**config.mk**
```make
export PLATFORM = sky130hd
export DESIGN_NAME = uart
export DESIGN_NICKNAME = d
export VERILOG_FILES = /design/src/rtl/uart_pkg.sv /design/src/rtl/uart_rx_sync.sv /design/src/rtl/uart.sv
export SDC_FILE = /design/constraint.sdc
export NUM_CORES = 1
export LEC_CHECK = 0
export CORE_MARGIN = 2
export CORE_UTILIZATION = 40
export DETAILED_ROUTE_END_ITERATION = 7
export PLACE_DENSITY = 0.63
export SKIP_LAST_GASP = 1
export SLEW_MARGIN = 20
export SYNTH_ARGS = -nofsm -noshare
export SYNTH_HDL_FRONTEND = slang
export SYNTH_SLANG_ARGS = --single-unit
```
**constraint.sdc**
```tcl
create_clock -name clk -period 2.1 [get_ports clk]
set_input_delay 0.42 -clock clk [delete_from_list [all_inputs] [get_ports clk]]
set_output_delay 0.42 -clock clk [all_outputs]
set_load 0.02 [all_outputs]
```
**src/rtl/uart_pkg.sv**
```systemverilog
//==============================================================================
// Module      : uart_pkg
// Description : Shared types and constants for the 8N1 UART endpoint.
//               Provides the serial FSM state encoding, the data width and a
//               helper that sizes the per-bit clock counter.
// Revision    : 1.0 - initial release
//==============================================================================
`default_nettype none

package uart_pkg;

  // Payload bits per frame (8N1).
  localparam int DATA_BITS = 8;

  // Common state encoding for both the transmit and the receive FSM.
  typedef enum logic [1:0] {
    IDLE  = 2'd0,
    START = 2'd1,
    DATA  = 2'd2,
    STOP  = 2'd3
  } uart_state_t;

  // Width of a counter that must hold 0..cpb-1; never narrower than one bit.
  function automatic int cnt_width(input int cpb);
    return (cpb > 1) ? $clog2(cpb) : 1;
  endfunction

endpackage

`default_nettype wire

```
**src/rtl/uart_rx_sync.sv**
```systemverilog
//==============================================================================
// Module      : uart_rx_sync
// Description : Flop-chain synchroniser for the asynchronous serial input.
//               All stages reset to 1 so the line reads as idle (high) while
//               and after reset, avoiding a false start-bit detection.
// Ports       : clk_i   - clock
//               rst_i   - synchronous active-high reset
//               async_i - asynchronous serial input
//               sync_o  - synchronised copy of async_i
// Revision    : 1.0 - initial release
//==============================================================================
`default_nettype none

module uart_rx_sync #(
  parameter int SYNC_STAGES = 2
) (
  input  logic clk_i,
  input  logic rst_i,
  input  logic async_i,
  output logic sync_o
);

  generate
    if (SYNC_STAGES <= 1) begin : g_single
      logic stage_q;

      always_ff @(posedge clk_i) begin
        if (rst_i) begin
          stage_q <= 1'b1;
        end else begin
          stage_q <= async_i;
        end
      end

      assign sync_o = stage_q;
    end else begin : g_chain
      logic [SYNC_STAGES-1:0] chain_q;

      always_ff @(posedge clk_i) begin
        if (rst_i) begin
          chain_q <= '1;
        end else begin
          chain_q <= {chain_q[SYNC_STAGES-2:0], async_i};
        end
      end

      assign sync_o = chain_q[SYNC_STAGES-1];
    end
  endgenerate

endmodule

`default_nettype wire

```
**src/rtl/uart.sv**
```systemverilog
//==============================================================================
// Module      : uart
// Description : Half-duplex 8N1 UART endpoint. rw=0 serialises databus onto
//               Tx (back-to-back frames while rw stays 0); rw=1 deserialises
//               Rx into data_output. Mode changes take effect only once the
//               affected FSM has returned to IDLE.
// Ports       : clk         - sole clock, posedge
//               reset       - synchronous active-high reset
//               rw          - 0 = transmit, 1 = receive
//               databus     - byte to send, latched at each frame start
//               data_output - last correctly framed received byte
//               Rx          - serial input (asynchronous)
//               Tx          - serial output (registered, idles high)
// Revision    : 1.0 - initial release
//==============================================================================
`default_nettype none

module uart
  import uart_pkg::*;
#(
  parameter int CLKS_PER_BIT = 1,
  parameter int SYNC_STAGES  = 2
) (
  input  logic                 clk,
  input  logic                 reset,
  input  logic                 rw,
  input  logic [DATA_BITS-1:0] databus,
  output logic [DATA_BITS-1:0] data_output,
  input  logic                 Rx,
  output logic                 Tx
);

  localparam int             CNT_W    = cnt_width(CLKS_PER_BIT);
  localparam logic [CNT_W-1:0] BIT_LAST = CNT_W'(CLKS_PER_BIT - 1);
  localparam logic [CNT_W-1:0] MID_BIT  = CNT_W'((CLKS_PER_BIT - 1) / 2);
  localparam logic [CNT_W-1:0] CNT_ONE  = CNT_W'(1);
  localparam logic [2:0]       LAST_IDX = 3'(DATA_BITS - 1);
  // With fewer than three clocks per bit there is no room for a separate
  // mid-bit confirmation; the detection sample doubles as the start check.
  localparam bit               SHORT_BIT = (CLKS_PER_BIT < 3);

  //--------------------------------------------------------------------------
  // Transmitter
  //--------------------------------------------------------------------------
  uart_state_t          tx_state_q, tx_state_d;
  logic [CNT_W-1:0]     tx_cnt_q,   tx_cnt_d;
  logic [2:0]           tx_idx_q,   tx_idx_d;
  logic [DATA_BITS-1:0] tx_shift_q, tx_shift_d;
  logic                 tx_q,       tx_d;

  always_ff @(posedge clk) begin
    if (reset) begin
      tx_state_q <= IDLE;
      tx_cnt_q   <= '0;
      tx_idx_q   <= '0;
      tx_shift_q <= '0;
      tx_q       <= 1'b1;
    end else begin
      tx_state_q <= tx_state_d;
      tx_cnt_q   <= tx_cnt_d;
      tx_idx_q   <= tx_idx_d;
      tx_shift_q <= tx_shift_d;
      tx_q       <= tx_d;
    end
  end

  always_comb begin
    tx_state_d = tx_state_q;
    tx_cnt_d   = tx_cnt_q;
    tx_idx_d   = tx_idx_q;
    tx_shift_d = tx_shift_q;
    tx_d       = tx_q;
    case (tx_state_q)
      IDLE: begin
        tx_d = 1'b1;
        if (!rw) begin
          tx_shift_d = databus;
          tx_cnt_d   = '0;
          tx_d       = 1'b0;
          tx_state_d = START;
        end
      end
      START: begin
        if (tx_cnt_q == BIT_LAST) begin
          tx_cnt_d   = '0;
          tx_idx_d   = '0;
          tx_d       = tx_shift_q[0];
          tx_shift_d = tx_shift_q >> 1;
          tx_state_d = DATA;
        end else begin
          tx_cnt_d = tx_cnt_q + CNT_ONE;
        end
      end
      DATA: begin
        if (tx_cnt_q == BIT_LAST) begin
          tx_cnt_d = '0;
          if (tx_idx_q == LAST_IDX) begin
            tx_d       = 1'b1;
            tx_state_d = STOP;
          end else begin
            tx_idx_d   = tx_idx_q + 3'd1;
            tx_d       = tx_shift_q[0];
            tx_shift_d = tx_shift_q >> 1;
          end
        end else begin
          tx_cnt_d = tx_cnt_q + CNT_ONE;
        end
      end
      STOP: begin
        if (tx_cnt_q == BIT_LAST) begin
          tx_cnt_d = '0;
          if (!rw) begin
            // Chain straight into the next frame with no idle gap.
            tx_shift_d = databus;
            tx_d       = 1'b0;
            tx_state_d = START;
          end else begin
            tx_state_d = IDLE;
          end
        end else begin
          tx_cnt_d = tx_cnt_q + CNT_ONE;
        end
      end
      default: begin
        tx_state_d = IDLE;
        tx_d       = 1'b1;
      end
    endcase
  end

  assign Tx = tx_q;

  //--------------------------------------------------------------------------
  // Receiver
  //--------------------------------------------------------------------------
  logic rx_sync;

  uart_rx_sync #(
    .SYNC_STAGES (SYNC_STAGES)
  ) u_rx_sync (
    .clk_i   (clk),
    .rst_i   (reset),
    .async_i (Rx),
    .sync_o  (rx_sync)
  );

  uart_state_t          rx_state_q, rx_state_d;
  logic [CNT_W-1:0]     rx_cnt_q,   rx_cnt_d;
  logic [2:0]           rx_idx_q,   rx_idx_d;
  logic [DATA_BITS-1:0] rx_shift_q, rx_shift_d;
  logic [DATA_BITS-1:0] dout_q,     dout_d;
  logic                 rx_prev_q;

  always_ff @(posedge clk) begin
    if (reset) begin
      rx_state_q <= IDLE;
      rx_cnt_q   <= '0;
      rx_idx_q   <= '0;
      rx_shift_q <= '0;
      dout_q     <= '0;
      rx_prev_q  <= 1'b1;
    end else begin
      rx_state_q <= rx_state_d;
      rx_cnt_q   <= rx_cnt_d;
      rx_idx_q   <= rx_idx_d;
      rx_shift_q <= rx_shift_d;
      dout_q     <= dout_d;
      rx_prev_q  <= rx_sync;
    end
  end

  always_comb begin
    rx_state_d = rx_state_q;
    rx_cnt_d   = rx_cnt_q;
    rx_idx_d   = rx_idx_q;
    rx_shift_d = rx_shift_q;
    dout_d     = dout_q;
    case (rx_state_q)
      IDLE: begin
        // Start only on a 1->0 transition, so a line stuck low after a
        // framing error cannot retrigger reception.
        if (rw && rx_prev_q && !rx_sync) begin
          rx_idx_d = '0;
          if (SHORT_BIT) begin
            rx_cnt_d   = BIT_LAST;
            rx_state_d = DATA;
          end else begin
            rx_cnt_d   = MID_BIT;
            rx_state_d = START;
          end
        end
      end
      START: begin
        if (rx_cnt_q == '0) begin
          if (!rx_sync) begin
            rx_cnt_d   = BIT_LAST;
            rx_state_d = DATA;
          end else begin
            rx_state_d = IDLE;   // start bit was a glitch
          end
        end else begin
          rx_cnt_d = rx_cnt_q - CNT_ONE;
        end
      end
      DATA: begin
        if (rx_cnt_q == '0) begin
          rx_shift_d = {rx_sync, rx_shift_q[DATA_BITS-1:1]};
          rx_cnt_d   = BIT_LAST;
          if (rx_idx_q == LAST_IDX) begin
            rx_state_d = STOP;
          end else begin
            rx_idx_d = rx_idx_q + 3'd1;
          end
        end else begin
          rx_cnt_d = rx_cnt_q - CNT_ONE;
        end
      end
      STOP: begin
        if (rx_cnt_q == '0) begin
          // A low stop bit is a framing error: drop the byte silently.
          if (rx_sync) begin
            dout_d = rx_shift_q;
          end
          rx_state_d = IDLE;
        end else begin
          rx_cnt_d = rx_cnt_q - CNT_ONE;
        end
      end
      default: begin
        rx_state_d = IDLE;
      end
    endcase
  end

  assign data_output = dout_q;

endmodule

`default_nettype wire

```
Word-level counts from Yosys, hierarchy flattened

Cells that the tools add are included.

RAM bits: 0
Output and inout bits: 9
Flip-flop bits (word level): 40
Bits in read-only memories: 0
Memories kept: 0
Word-level logic and storage cells: 95
Bits in latches: 0

Shift operators: 0
Reduce and logical (&&, ||, !) cells: 17
$mul: 0
Multiplexer cells: 40
Eq/ne operators: 21
Bitwise logic cells: 1
Order comparisons: 0
Divide/modulo/power cells: 0
Add/sub/neg operators: 4

Operators by type and width:

| cell                                           | number |
|---|---|
| 2-to-1 mux 8 bit                               | 5 |
| one-hot mux 8 bit (4 select lines)             | 1 |
| inequality test 2 bit (second input constant)  | 13 |
| 2-to-1 mux 2 bit                               | 11 |
| 2-to-1 mux 3 bit                               | 6 |
| one-hot mux 2 bit (4 select lines)             | 2 |
| AND reduction 4 bit                            | 4 |
| one-hot mux 3 bit (2 select lines)             | 2 |
| 2-to-1 mux 1 bit                               | 10 |
| AND reduction 5 bit                            | 2 |
| == test 2 bit (second input constant)          | 4 |
| adder 3 x 1 -> 3 bit (second input constant)   | 2 |
| == test 3 bit (second input constant)          | 2 |
| OR reduction 3 bit                             | 2 |
| == test 2 x 1 -> 1 bit (second input constant) | 2 |
| logical NOT 2 bit                              | 2 |
| one-hot mux 1 bit (2 select lines)             | 2 |
| one-hot mux 1 bit (4 select lines)             | 1 |
| nonzero test 2 bit                             | 2 |
| AND reduction 3 bit                            | 1 |
| logical AND 1 bit                              | 2 |
| AND reduction 2 bit                            | 1 |
| adder 1 bit (second input constant)            | 1 |
| logical NOT 1 bit                              | 1 |
| other kinds (2)                                | 2 |

Longest topological paths before layout

Depth in word-level cells: 4
Gate-level depth with buffers: 6
Mapped depth without buffers: 5

Hierarchy

Synthesis repeated with hierarchy kept, for this count alone.

Cells, all modules: 177
Area total of the unflattened synthesis: 1664.1 um^2

Modules (own cells, without submodules):

| module       | times used | cells each | area an instance (um^2) |
|---|---|---|---|
| uart         | 1          | 173        | 1611.5 |
| uart_rx_sync | 1          | 4          | 52.6 |

Worst setup path after synthesis

Ideal clock, no wire load.

Kind: register to register
Start point: reg tx_state_q[0]
End point: reg tx_shift_q[0]
Slack: 0.523 ns
Data arrival time: 1.438 ns
Cell stages (with the launch flop): 7
Clock period less this slack: 1.577 ns
Data required time: 1.961 ns
Setup time: 0.139 ns
Path through: dfxtp_1 inv_1 ha_1 buf_4 or2b_2 a21oi_1 a211oi_1

Longest elaborated chain between the ends: 3

RTL lines:

| item                                                    | line       | text |
|---|---|---|
| start: declaration                                      | uart.sv:45 | `uart_state_t tx_state_q, tx_state_d;` |
| start signal: assignment                                | uart.sv:59 | `tx_state_q <= tx_state_d;` |
| == test 2 bit or == test 2 x 1 -> 1 bit (tied branches) | uart.sv:73 | `case (tx_state_q)` |
| inequality test 2 bit (no line)                         | -          |  |
| AND reduction 4 bit (no line)                           | -          |  |
| end signal: assignment                                  | uart.sv:62 | `tx_shift_q <= tx_shift_d;` |
| end: declaration                                        | uart.sv:48 | `logic [DATA_BITS-1:0] tx_shift_q, tx_shift_d;` |

Several ways; a longest one is shown, not always the timed one.
A chain may end at the register's enable or synchronous reset.

Worst setup path after layout

Start point: reg tx_state_q[0]
End point: reg tx_shift_q[3]

Same word-level chain as after synthesis.

==> impl_metrics.xml <==
<?xml version="1.0" encoding="UTF-8"?>
<metrics>
  <group name="timing">
    <metric name="fin_crit_sh" unit="%">83.57</metric>
    <metric name="finalSetupViolCount" unit="">0</metric>
    <metric name="highest_clock_frequency_the_design_can_meet" unit="GHz">0.5698</metric>
    <metric name="totalNegativeSetupSlack" unit="ns">0</metric>
    <metric name="worst-slew-pin-transition" unit="ns">0.4866</metric>
    <metric name="rsz0062_at_grt" unit="">false</metric>
    <metric name="maxSlewHeadroom" unit="%">67.44</metric>
    <metric name="number_of_hold_violations_in_the_final_report" unit="">0</metric>
    <metric name="min_clock_period_post_route" unit="ns">1.755</metric>
    <metric name="clock-skew-final" unit="ns">0.006238</metric>
    <metric name="maxSlewViolCount" unit="">0</metric>
    <metric name="layout_setup_ws" unit="ns">0.3450</metric>
  </group>
  <group name="placement">
    <metric name="buffer_ports.inserted" unit="">20</metric>
    <metric name="place_area" unit="µm²">1916</metric>
    <metric name="globalplace.congestion" unit="">0.7495</metric>
    <metric name="setup_slack_placement" unit="ns">0.2959</metric>
    <metric name="place_hpwl" unit="µm">2201</metric>
  </group>
  <group name="routing">
    <metric name="ant_nets" unit="">0</metric>
    <metric name="detailroute.via_count" unit="">1294</metric>
    <metric name="detail_route.wl_per_cell" unit="µm">12.65</metric>
    <metric name="drt_iter0_markers" unit="">57</metric>
    <metric name="remaining_drc_errors" unit="">0</metric>
    <metric name="drt-total-wl" unit="µm">3150</metric>
    <metric name="via_per_inst" unit="">5.197</metric>
    <metric name="drt_first_pass_iters" unit="">4</metric>
  </group>
  <group name="yosys">
    <metric name="cell_with_the_most_instances_after_synthesis" unit="">sky130_fd_sc_hd__dfxtp_1</metric>
    <metric name="netlist_top_cells_count" unit="">sky130_fd_sc_hd__dfxtp_1 (38), sky130_fd_sc_hd__a21oi_1 (23), sky130_fd_sc_hd__nand2_1 (20)</metric>
    <metric name="synth_largest_area_cell" unit="">sky130_fd_sc_hd__dfxtp_1</metric>
    <metric name="ys_async_sr_fraction" unit="%">0</metric>
    <metric name="synthesis.area_per_instance" unit="µm²">9.472</metric>
    <metric name="synth.yosys.seq_area_share" unit="%">45.37</metric>
    <metric name="ys.warnings.count" unit="">0</metric>
    <metric name="ys.flop_type" unit="">sky130_fd_sc_hd__dfxtp_1</metric>
    <metric name="synthDominantCellAreaShare" unit="%">45.37</metric>
    <metric name="yosys_register_bits" unit="">38</metric>
    <metric name="ys_types" unit="">35</metric>
    <metric name="synthesis.area" unit="µm²">1677</metric>
    <metric name="mappedNetlistNets" unit="">198</metric>
    <metric name="synth-edff-count" unit="">0</metric>
    <metric name="post_synth_inst_count" unit="">177</metric>
    <metric name="synth_area_leaders" unit="">sky130_fd_sc_hd__dfxtp_1 (45%), sky130_fd_sc_hd__mux2i_1 (9.0%), sky130_fd_sc_hd__a21oi_1 (6.9%), sky130_fd_sc_hd__ha_1 (6.7%), sky130_fd_sc_hd__a211oi_1 (4.5%)</metric>
  </group>
  <group name="floorplan">
    <metric name="fp.dieH" unit="µm">68.74</metric>
    <metric name="floorplan.io_pins" unit="">21</metric>
    <metric name="core-area" unit="µm²">4029</metric>
    <metric name="floorplan.rows" unit="">23</metric>
    <metric name="floorplan.initialDensity" unit="%">41.61</metric>
    <metric name="fp.dieArea" unit="µm²">4725</metric>
    <metric name="die_width" unit="µm">68.74</metric>
  </group>
  <group name="setup_path">
    <metric name="critical_path.endpoint_type" unit="">register</metric>
    <metric name="crit_path_dat" unit="ns">1.90</metric>
    <metric name="timing_worst_setup_path_type" unit="">register to register</metric>
    <metric name="critical_path.max_fanout" unit="">7</metric>
    <metric name="data_required_time_at_the_worst_endpoint" unit="ns">2.25</metric>
    <metric name="regToRegStartpoint" unit="">tx_state_q[0]$_SDFFE_PP0P_</metric>
    <metric name="startpoint_type" unit="">register</metric>
    <metric name="setup.worst_path.start" unit="">tx_state_q[0]$_SDFFE_PP0P_</metric>
  </group>
  <group name="global_routing">
    <metric name="grt_use_total" unit="%">15.88</metric>
    <metric name="number_of_antenna_violations_at_the_first_check_in_global_routing" unit="">0</metric>
    <metric name="first_global_vias" unit="">1277</metric>
    <metric name="global_route_wire_length_before_repair" unit="µm">5533</metric>
    <metric name="overflow" unit="">0</metric>
    <metric name="largest_net_degree_at_the_start_of_global_routing" unit="">39</metric>
  </group>
  <group name="power">
    <metric name="p_sw" unit="mW">0.6519</metric>
    <metric name="switching_share" unit="%">28.69</metric>
    <metric name="power.share.clock" unit="%">33.8</metric>
    <metric name="power_frac_seq" unit="%">38.8</metric>
    <metric name="final_total_pwr" unit="mW">2.272</metric>
    <metric name="power.density" unit="nW/µm²">1104</metric>
    <metric name="cellLeakagePower" unit="nW">0.8265</metric>
    <metric name="vdd_drop_max" unit="µV">736.2</metric>
    <metric name="share_comb_of_total_power" unit="%">27.4</metric>
    <metric name="intPower" unit="mW">1.621</metric>
  </group>
  <group name="finish">
    <metric name="area_growth_syn_to_layout" unit="%">22.76</metric>
    <metric name="num-nets-final" unit="">219</metric>
    <metric name="drive_above_1_share" unit="%">11.56</metric>
    <metric name="postLayoutCellArea" unit="µm²">2058</metric>
    <metric name="antennaDiodeCount" unit="">0</metric>
  </group>
  <group name="job">
    <metric name="timing.max_cap.violations" unit="">0</metric>
  </group>
  <group name="clocking">
    <metric name="worstSkewPairLatency" unit="ns">0.29</metric>
    <metric name="cts_hold_repair_buffers" unit="">0</metric>
    <metric name="clockBufferDepth" unit="">2</metric>
    <metric name="numCtsBuffers" unit="">5</metric>
    <metric name="buffer_count_from_post_cts_setup_fixing" unit="">0</metric>
    <metric name="ctsResizeCount" unit="">0</metric>
    <metric name="htreeDepth" unit="">2</metric>
    <metric name="ctsRootBufferMaster" unit="">sky130_fd_sc_hd__clkbuf_8</metric>
    <metric name="tritoncts" unit="">yes</metric>
    <metric name="clk_pin_slew" unit="ns">0.07</metric>
    <metric name="cts_num_sinks" unit="">38</metric>
  </group>
  <group name="min_path">
    <metric name="hold_path.class" unit="">register to register</metric>
    <metric name="min_from" unit="">u_rx_sync.g_chain.chain_q[0]$_SDFF_PP1_</metric>
  </group>
  <group name="status">
    <metric name="status" unit="">complete, no violations</metric>
  </group>
</metrics>
through the flow:
step | instances | utilization, % | hold slack [ns]
finish | 249 | 51.09 | 0.4108
CTS | 249 | 51.09 | 0.4140
floorplan | 177 | - | 0.3895
detailed placement | 241 | 47.55 | 0.3960
global route | 249 | 51.09 | 0.4482
global placement | 241 | 47.55 | 0.3932
cell families after synthesis:
logic type | after synthesis | share of synthesized area [%]
AOI/OAI and AO/OA | 47 | 17.69
and+or+nand+nor | 54 | 16.64
muxes | 15 | 8.955
buffers and inverters | 14 | 4.627
adders and majority gates | 9 | 6.717
DFF | 38 | 45.37
worst paths after layout:
check                                                 end  slack [ns]  cells past startpoint
setup / recovery               tx_shift_q[3]$_SDFFE_PP0P_        0.35                      5
hold / removal    u_rx_sync.g_chain.chain_q[1]$_SDFF_PP1_        0.41                      1
setup reg to reg               tx_shift_q[3]$_SDFFE_PP0P_        0.35                      5
hold reg to reg   u_rx_sync.g_chain.chain_q[1]$_SDFF_PP1_        0.41                      1
metal layers:
layer | share of wire [%] | track usage [%] | wire, µm | up-vias
met1 | 48 | 19.82 | 1522 | 600
met5 | 0 | 0 | 0 | -
met3 | 3.8 | 5.519 | 121 | 6
met4 | 1.7 | 8.088 | 53 | 0
met2 | 46 | 24.16 | 1453 | 26
li1 | - | - | - | 662
worst max-delay path: stages, from the launching register on:
cell	delay (ns)
sky130_fd_sc_hd__dfxtp_1	0.37
sky130_fd_sc_hd__inv_1	0.11
sky130_fd_sc_hd__ha_1	0.48
sky130_fd_sc_hd__nor2b_1	0.10
sky130_fd_sc_hd__nor2_1	0.40
sky130_fd_sc_hd__a211oi_1	0.15
state kept, by name, indices dropped and copies added (netlist names):
| register | count |
|---|---|
| data_output | 8 |
| rx_idx_q | 3 |
| rx_shift_q | 8 |
| Tx | 1 |
| rx_prev_q | 1 |
| tx_shift_q | 8 |
| tx_state_q | 2 |
| u_rx_sync.g_chain.chain_q | 2 |
| tx_idx_q | 3 |
| rx_state_q | 2 |
power by group through the flow:
stage | clock [mW] | sequential [mW] | combinational, mW
3_5_place_dp | 0 | 0.896 | 0.621
5_1_grt | 0.816 | 0.896 | 0.704
2_1_floorplan | 0 | 0.888 | 0.483
3_3_place_gp | 0 | 0.893 | 0.595
4_1_cts | 0.788 | 0.882 | 0.626
6_report | 0.768 | 0.882 | 0.622
final cells by class:
class,count,area (µm²)
Tap cell,50,62.56
Inverter,5,18.77
Fill cell,389,1971
Clock inverter,2,60.06
Multi-Input combinational cell,125,838.3
Timing Repair Buffer,23,235.2
Sequential cell,38,760.7
Clock buffer,6,82.58
cells in the final DEF, fill, tap and decap left out, types with 2 or more instances in the layout:
cell type and instances:
sky130_fd_sc_hd__buf_4 2, sky130_fd_sc_hd__clkbuf_8 6, sky130_fd_sc_hd__a21oi_1 23, sky130_fd_sc_hd__dfxtp_1 38, sky130_fd_sc_hd__nand2b_1 3, sky130_fd_sc_hd__nor2_1 15
sky130_fd_sc_hd__mux2i_1 15, sky130_fd_sc_hd__a21o_1 3, sky130_fd_sc_hd__inv_1 5, sky130_fd_sc_hd__and4bb_2 2, sky130_fd_sc_hd__clkdlybuf4s50_1 20, sky130_fd_sc_hd__nand2_1 20
sky130_fd_sc_hd__or2_2 3, sky130_fd_sc_hd__bufinv_16 2, sky130_fd_sc_hd__o21ai_0 5, sky130_fd_sc_hd__ha_1 9, sky130_fd_sc_hd__a211oi_1 10
(Power assumes the default switching activity.)
